==> src/rtl/mem_arbiter.sv <==
// Two-requester line arbiter: shares one memory port between the I-cache and D-cache miss paths.
// Alternating priority on ties; each request is held on the memory port until mem_resp, then acknowledged once.
module mem_arbiter #(
   parameter int ADDR_WIDTH = 32,
   parameter int LINE_WIDTH = 256
) (
   input  logic                  clk,
   input  logic                  reset,
   input  logic                  i_read,
   input  logic [ADDR_WIDTH-1:0] i_addr,
   output logic [LINE_WIDTH-1:0] i_rdata,
   output logic                  i_resp,
   input  logic                  d_read,
   input  logic                  d_write,
   input  logic [ADDR_WIDTH-1:0] d_addr,
   input  logic [LINE_WIDTH-1:0] d_wdata,
   output logic [LINE_WIDTH-1:0] d_rdata,
   output logic                  d_resp,
   output logic                  mem_read,
   output logic                  mem_write,
   output logic [ADDR_WIDTH-1:0] mem_addr,
   output logic [LINE_WIDTH-1:0] mem_wdata,
   input  logic [LINE_WIDTH-1:0] mem_rdata,
   input  logic                  mem_resp
);

   // state   | meaning
   // IDLE    | arbitrate pending requests
   // SERVE_I | I-cache read outstanding on memory port
   // SERVE_D | D-cache read or writeback outstanding
   // RESP_I  | one-cycle i_resp pulse
   // RESP_D  | one-cycle d_resp pulse
   typedef enum logic [2:0] {IDLE, SERVE_I, SERVE_D, RESP_I, RESP_D} state_t;

   state_t                state, state_nxt;
   logic                  last_d, last_d_nxt;
   logic                  mem_read_nxt, mem_write_nxt;
   logic [ADDR_WIDTH-1:0] mem_addr_nxt;
   logic [LINE_WIDTH-1:0] mem_wdata_nxt;
   logic [LINE_WIDTH-1:0] i_rdata_nxt, d_rdata_nxt;
   logic                  i_resp_nxt, d_resp_nxt;
   logic                  d_req, grant_d;

   always_ff @(posedge clk) begin
      if (reset) begin
         state     <= IDLE;
         last_d    <= 1'b0;
         mem_read  <= 1'b0;
         mem_write <= 1'b0;
         mem_addr  <= '0;
         mem_wdata <= '0;
         i_rdata   <= '0;
         d_rdata   <= '0;
         i_resp    <= 1'b0;
         d_resp    <= 1'b0;
      end else begin
         state     <= state_nxt;
         last_d    <= last_d_nxt;
         mem_read  <= mem_read_nxt;
         mem_write <= mem_write_nxt;
         mem_addr  <= mem_addr_nxt;
         mem_wdata <= mem_wdata_nxt;
         i_rdata   <= i_rdata_nxt;
         d_rdata   <= d_rdata_nxt;
         i_resp    <= i_resp_nxt;
         d_resp    <= d_resp_nxt;
      end
   end

   // D wins a tie unless it was the last one served; after reset last_d=0 so D wins first.
   assign d_req   = d_read | d_write;
   assign grant_d = d_req & (~i_read | ~last_d);

   always_comb begin
      state_nxt     = state;
      last_d_nxt    = last_d;
      mem_read_nxt  = mem_read;
      mem_write_nxt = mem_write;
      mem_addr_nxt  = mem_addr;
      mem_wdata_nxt = mem_wdata;
      i_rdata_nxt   = i_rdata;
      d_rdata_nxt   = d_rdata;
      i_resp_nxt    = 1'b0;
      d_resp_nxt    = 1'b0;
      case (state)
         IDLE: begin
            if (grant_d) begin
               state_nxt     = SERVE_D;
               last_d_nxt    = 1'b1;
               mem_addr_nxt  = d_addr;
               mem_wdata_nxt = d_wdata;
               mem_write_nxt = d_write;
               mem_read_nxt  = ~d_write;
            end else if (i_read) begin
               state_nxt    = SERVE_I;
               last_d_nxt   = 1'b0;
               mem_addr_nxt = i_addr;
               mem_read_nxt = 1'b1;
            end
         end
         SERVE_I: begin
            if (mem_resp) begin
               state_nxt    = RESP_I;
               i_rdata_nxt  = mem_rdata;
               mem_read_nxt = 1'b0;
               i_resp_nxt   = 1'b1;
            end
         end
         SERVE_D: begin
            if (mem_resp) begin
               state_nxt = RESP_D;
               if (mem_read) d_rdata_nxt = mem_rdata;
               mem_read_nxt  = 1'b0;
               mem_write_nxt = 1'b0;
               d_resp_nxt    = 1'b1;
            end
         end
         RESP_I:  state_nxt = IDLE;
         RESP_D:  state_nxt = IDLE;
         default: state_nxt = IDLE;
      endcase
   end

endmodule
==> config.mk <==
export PLATFORM = sky130hd
export DESIGN_NAME = mem_arbiter
export DESIGN_NICKNAME = d
export VERILOG_FILES = /design/src/rtl/mem_arbiter.sv
export SDC_FILE = /design/constraint.sdc
export NUM_CORES = 2
export LEC_CHECK = 0
export CELL_PAD_IN_SITES_DETAIL_PLACEMENT = 1
export CELL_PAD_IN_SITES_GLOBAL_PLACEMENT = 1
export CORE_AREA = 2 2 539 541
export DETAILED_ROUTE_END_ITERATION = 10
export DIE_AREA = 0 0 541 543
export PLACE_DENSITY_LB_ADDON = 0.1
export SLEW_MARGIN = 40
export SYNTH_ARGS = -nofsm -noshare
export SYNTH_HDL_FRONTEND = slang
export SYNTH_SLANG_ARGS = --single-unit
==> constraint.sdc <==
create_clock -name clk -period 3.5 [get_ports clk]
set_input_delay 0.7 -clock clk [delete_from_list [all_inputs] [get_ports clk]]
set_output_delay 0.7 -clock clk [all_outputs]
set_load 0.1 [all_outputs]
==> Yosys cells after proc, flatten, opt, wreduce, memory -nomap -nowiden <==
Index checks and enable logic that the tools add are counted.
{ "totals": {"regBits": 808, "elab_cells": 55} }
{ "classes": {"eq_ne": 7, "mux": 16, "n_bitwise": 8, "n_reduce_logical": 14} }
{ "ops": {"columns": ["op", "n"], "rows": [
  ["two-way mux 32 bit", 2],
  ["two-way mux 3 bit", 4],
  ["AND reduction 3 bit", 4],
  ["one-hot mux 3 bit (3 select lines)", 1],
  ["two-way mux 1 bit", 7],
  ["!= test 2 bit (second input constant)", 3],
  ["AND reduction 2 bit", 3],
  ["nonzero test 2 bit", 3],
  ["OR reduction 2 bit", 3],
  ["inverter 1 bit", 5],
  ["one-hot mux 1 bit (2 select lines)", 2],
  ["equality test 3 x 1 -> 1 bit (second input constant)", 1],
  ["equality test 3 x 2 -> 1 bit (second input constant)", 1],
  ["logical NOT 3 bit", 1],
  ["!= test 3 bit (second input constant)", 1],
  ["!= test 2 x 1 -> 1 bit (second input constant)", 1],
  ["bitwise OR 1 bit", 2],
  ["bitwise AND 1 bit", 1]
]} }

==> Depth between registers and ports, before layout <==
{ "depth": {"word_depth": 5, "depth_mapped": 8, "depth_no_buf": 3} }

==> Worst setup path after synthesis <==
OpenSTA, ideal clock, no wires.
{ "synth_timing": {"kind": "register to register", "from": "register mem_read", "to": "register d_rdata[180]", "setup_time_ps": 71, "arrival_time_ps": 1925, "required_ps": 3429, "setup_slack_ps": 1504, "path_stages_with_launch": 6, "n_path_buf": 3, "cell_sequence": "dfxtp_1 clkbuf_1 clkbuf_1 clkbuf_1 nand3_1 a21oi_1"} }
{ "synth_between": {"elab_chain_len": 1} }
{ "synth_lines": {"columns": ["item", "line", "rtl"], "rows": [
  ["start, declared", "19", "output logic mem_read,"],
  ["start signal, assigned", "59", "mem_read <= mem_read_nxt;"],
  ["AND reduction 3 bit (no line)", null, null],
  ["end signal, assigned", "64", "d_rdata <= d_rdata_nxt;"],
  ["end, declared", "17", "output logic [LINE_WIDTH-1:0] d_rdata,"]
]} }
No other way between the ends.
A chain may end at the register's enable or synchronous reset.

==> Final worst setup path <==
{ "layout_timing": {"from": "register mem_read", "to": "output port mem_read"} }
No word-level cell between the ends.

==> results.sh <==
export IMPL_cp_slowest_cell="dfxtp_4"
export IMPL_dpl_hpwl_um=163000
export IMPL_min_period_over_period=0.707
export IMPL_wl_um=220000
export IMPL_setup_violations=0
export IMPL_die_x_um=541
export IMPL_rsz0062_at_grt="no"
export IMPL_tns_ns=0
export IMPL_maxSlewHeadroom=0.359
export IMPL_wl_per_cell_um=25.0
export IMPL_tritoncts="yes"
export IMPL_synth_top_area_frac=0.548
export IMPL_vias=32851
export IMPL_finClkSkew_ns=0.0920
export IMPL_fin_nets=5475
export IMPL_root_buffer="clkbuf_16"
export IMPL_grt_pass1_wl_um=299000
export IMPL_path_buf_inv=1
export IMPL_min_path_type="in -> reg"
export IMPL_cts_buffers=120
export IMPL_powerDensity_nw_per_um2=628
export IMPL_synth_area_sq_um=29500
export IMPL_fillers=33689
export IMPL_grt_max_degree=102
export IMPL_yosysMostFrequentCell="dfxtp_1"
export IMPL_synthCells=3668
export IMPL_avgSynthCellArea_sq_um=8.05
export IMPL_post_cts_setup_buffer_count=0
export IMPL_clock_sinks=808
export IMPL_hold_viol_final=0
export IMPL_yosysUniqueCellTypes=27
export IMPL_yosys_area_top_type="dfxtp_1"
export IMPL_final_max_slew_viol_count=0
export IMPL_crit_family="flip-flops"
export IMPL_critPathMaxStageDelay_ns=0.61
export IMPL_num_rows=197
export IMPL_worstMarginPinSlew_ns=0.962
export IMPL_htreeDepth=3
export IMPL_peakVddDrop_v=0.000366
export IMPL_start_util=0.103
export IMPL_syn_to_final_growth_pct=67.8
export IMPL_route_detailed_drc=0
export IMPL_cts_hold_buf=0
export IMPL_crit_path_max_fanout=18
export IMPL_drive_gt1_frac=0.223
export IMPL_grtUsageTotal=0.143
export IMPL_synthTopCellsByCount="dfxtp_1 (808), a21oi_1 (803), nand2_1 (578)"
export IMPL_synth_net_count=4250
export IMPL_finalCoreUtilization=0.172
export IMPL_leakagePower_nw=18.1
export IMPL_ys_ff_latch=808
export IMPL_startpoint_type="flip-flop"
export IMPL_synth_main_ff_cell="dfxtp_1"
export IMPL_synth_edf_count=0
export IMPL_endpoint_kind="primary output"
export IMPL_drv_cap=0
export IMPL_crit_type="reg -> out"
export IMPL_synth_area_leaders="dfxtp_1 (55%), a21oi_1 (14%), o21ai_0 (8.7%)"
export IMPL_min_period_ns=2.48
export IMPL_fmax_mhz=404
export IMPL_die_area_sq_um=294000
export IMPL_antenna_found_initial=130
export IMPL_port_buffers=1385
export IMPL_yosysSeqAreaShare=0.548
export IMPL_first_pass_iters=5
export IMPL_ys_warn_count=0
export IMPL_grt_ovfl_total=0
export IMPL_status="completed"
export IMPL_clkTransAtPathRegs_ns=0.06
export IMPL_post_cts_resized=0
export IMPL_core_area_sq_um=287000
export IMPL_drt_antenna_violating_nets=0
export IMPL_path_cells="buf_4"
export IMPL_crit_arrival_ns=1.78
export IMPL_die_y_um=543
export IMPL_cts_path_max_buffers=4
export IMPL_grt_pass1_vias=34836
export IMPL_via_per_inst=3.73
export IMPL_clk_latency_ns=0.88
export IMPL_worstPathRequired_ns=2.80
export IMPL_ios=1386
export IMPL_gp_congestion=0.757
export IMPL_drtIter0Drc=1518
export IMPL_synth_async_reset_ratio=0
[through the flow]
stage	cells	hold slack, ns	total power [mW]	setup slack, ns	instance area (sq um)
2_1_floorplan	3668	0.478	16.0	1.50	29500
5_1_grt	8787	0.307	32.6	0.873	49500
4_1_cts	8767	0.252	32.0	0.820	49400
3_3_place_gp	8552	0.444	19.6	0.365	46700
6_report	8815	0.357	31.1	1.02	49600
3_5_place_dp	8552	0.447	19.4	0.320	45600
[sequential cells by signal, indices dropped and copies added, names as in the netlist]
| signal | flops |
|---|---|
| d_rdata | 256 |
| d_resp | 1 |
| i_rdata | 256 |
| i_resp | 1 |
| last_d | 1 |
| mem_addr | 32 |
| mem_read | 1 |
| mem_wdata | 256 |
| mem_write | 1 |
| state | 3 |
[cell families (layout without fill, tap and decap cells)]
family,count (synthesis),after routing,share of synthesized area
AOI/OAI and AO/OA,1353,1353,0.234
other,0,48,0
xor gates and xnor gates,1,1,0.000297
buffers and inverters,398,1716,0.0534
DFF,808,808,0.548
muxes,1,1,0.000381
and+or+nand+nor,1107,1107,0.164
[power by group]
group	internal [mW]	switching, mW	total (mW)
Combinational	1.94	6.95	8.90
Clock	7.16	4.98	12.1
Sequential	9.77	0.335	10.1
Total	18.9	12.3	31.1
[cell usage in the layout (no fill, tap or decap), drive strengths merged]
| cell type | Yosys | routed |
|---|---|---|
| buf | 63 | 920 |
| dfxtp | 808 | 808 |
| a21oi | 803 | 803 |
| clkdlybuf4s50 | 0 | 580 |
| nand2 | 578 | 578 |
| o21ai | 513 | 513 |
| nand3 | 512 | 512 |
| clkbuf | 334 | 195 |
| diode | 0 | 48 |
| a311oi | 32 | 32 |
| clkinv | 0 | 15 |
| nor2 | 4 | 4 |
| nor3 | 3 | 3 |
| inv | 1 | 3 |
| nor4bb | 2 | 2 |
| nand4bb | 2 | 2 |
| nor4 | 2 | 2 |
| clkinvlp | 0 | 2 |
| or3 | 2 | 2 |
| a2bb2oi | 1 | 1 |
| o2bb2ai | 1 | 1 |
| mux2 | 1 | 1 |
| xnor2 | 1 | 1 |
| nor3b | 1 | 1 |
| a21boi | 1 | 1 |
| or4 | 1 | 1 |
| o41ai | 1 | 1 |
| o211ai | 1 | 1 |
| bufinv | 0 | 1 |
[worst paths after layout]
check	depth (start not counted)	from	to	slack, ns
hold reg to reg	2	i_rdata[170]	i_rdata[170]	0.45
hold / removal	2	reset	mem_wdata[22]	0.36
setup reg to reg	5	state[2]	mem_addr[12]	1.20
setup / recovery	1	mem_read	mem_read	1.02
[final cells by class]
class	instances	area (sq um)	area share
clock inverter	20	203	0.00409
multi-input combinational	2462	11900	0.240
clock buffer	195	3660	0.0740
antenna	48	120	0.00242
sequential	808	16200	0.327
inverter	1	11.3	0.000227
timing repair buffer	1500	12800	0.257
tap	3781	4730	0.0955
[routing by layer]
layer	vias to the layer above	share of wire	track usage
met4	120	0.032	0.0518
li1	15302	-	-
met5	-	0.0036	0
met3	365	0.10	0.0689
met2	1162	0.48	0.240
met1	15902	0.38	0.156
(Power assumes the default switching activity.)
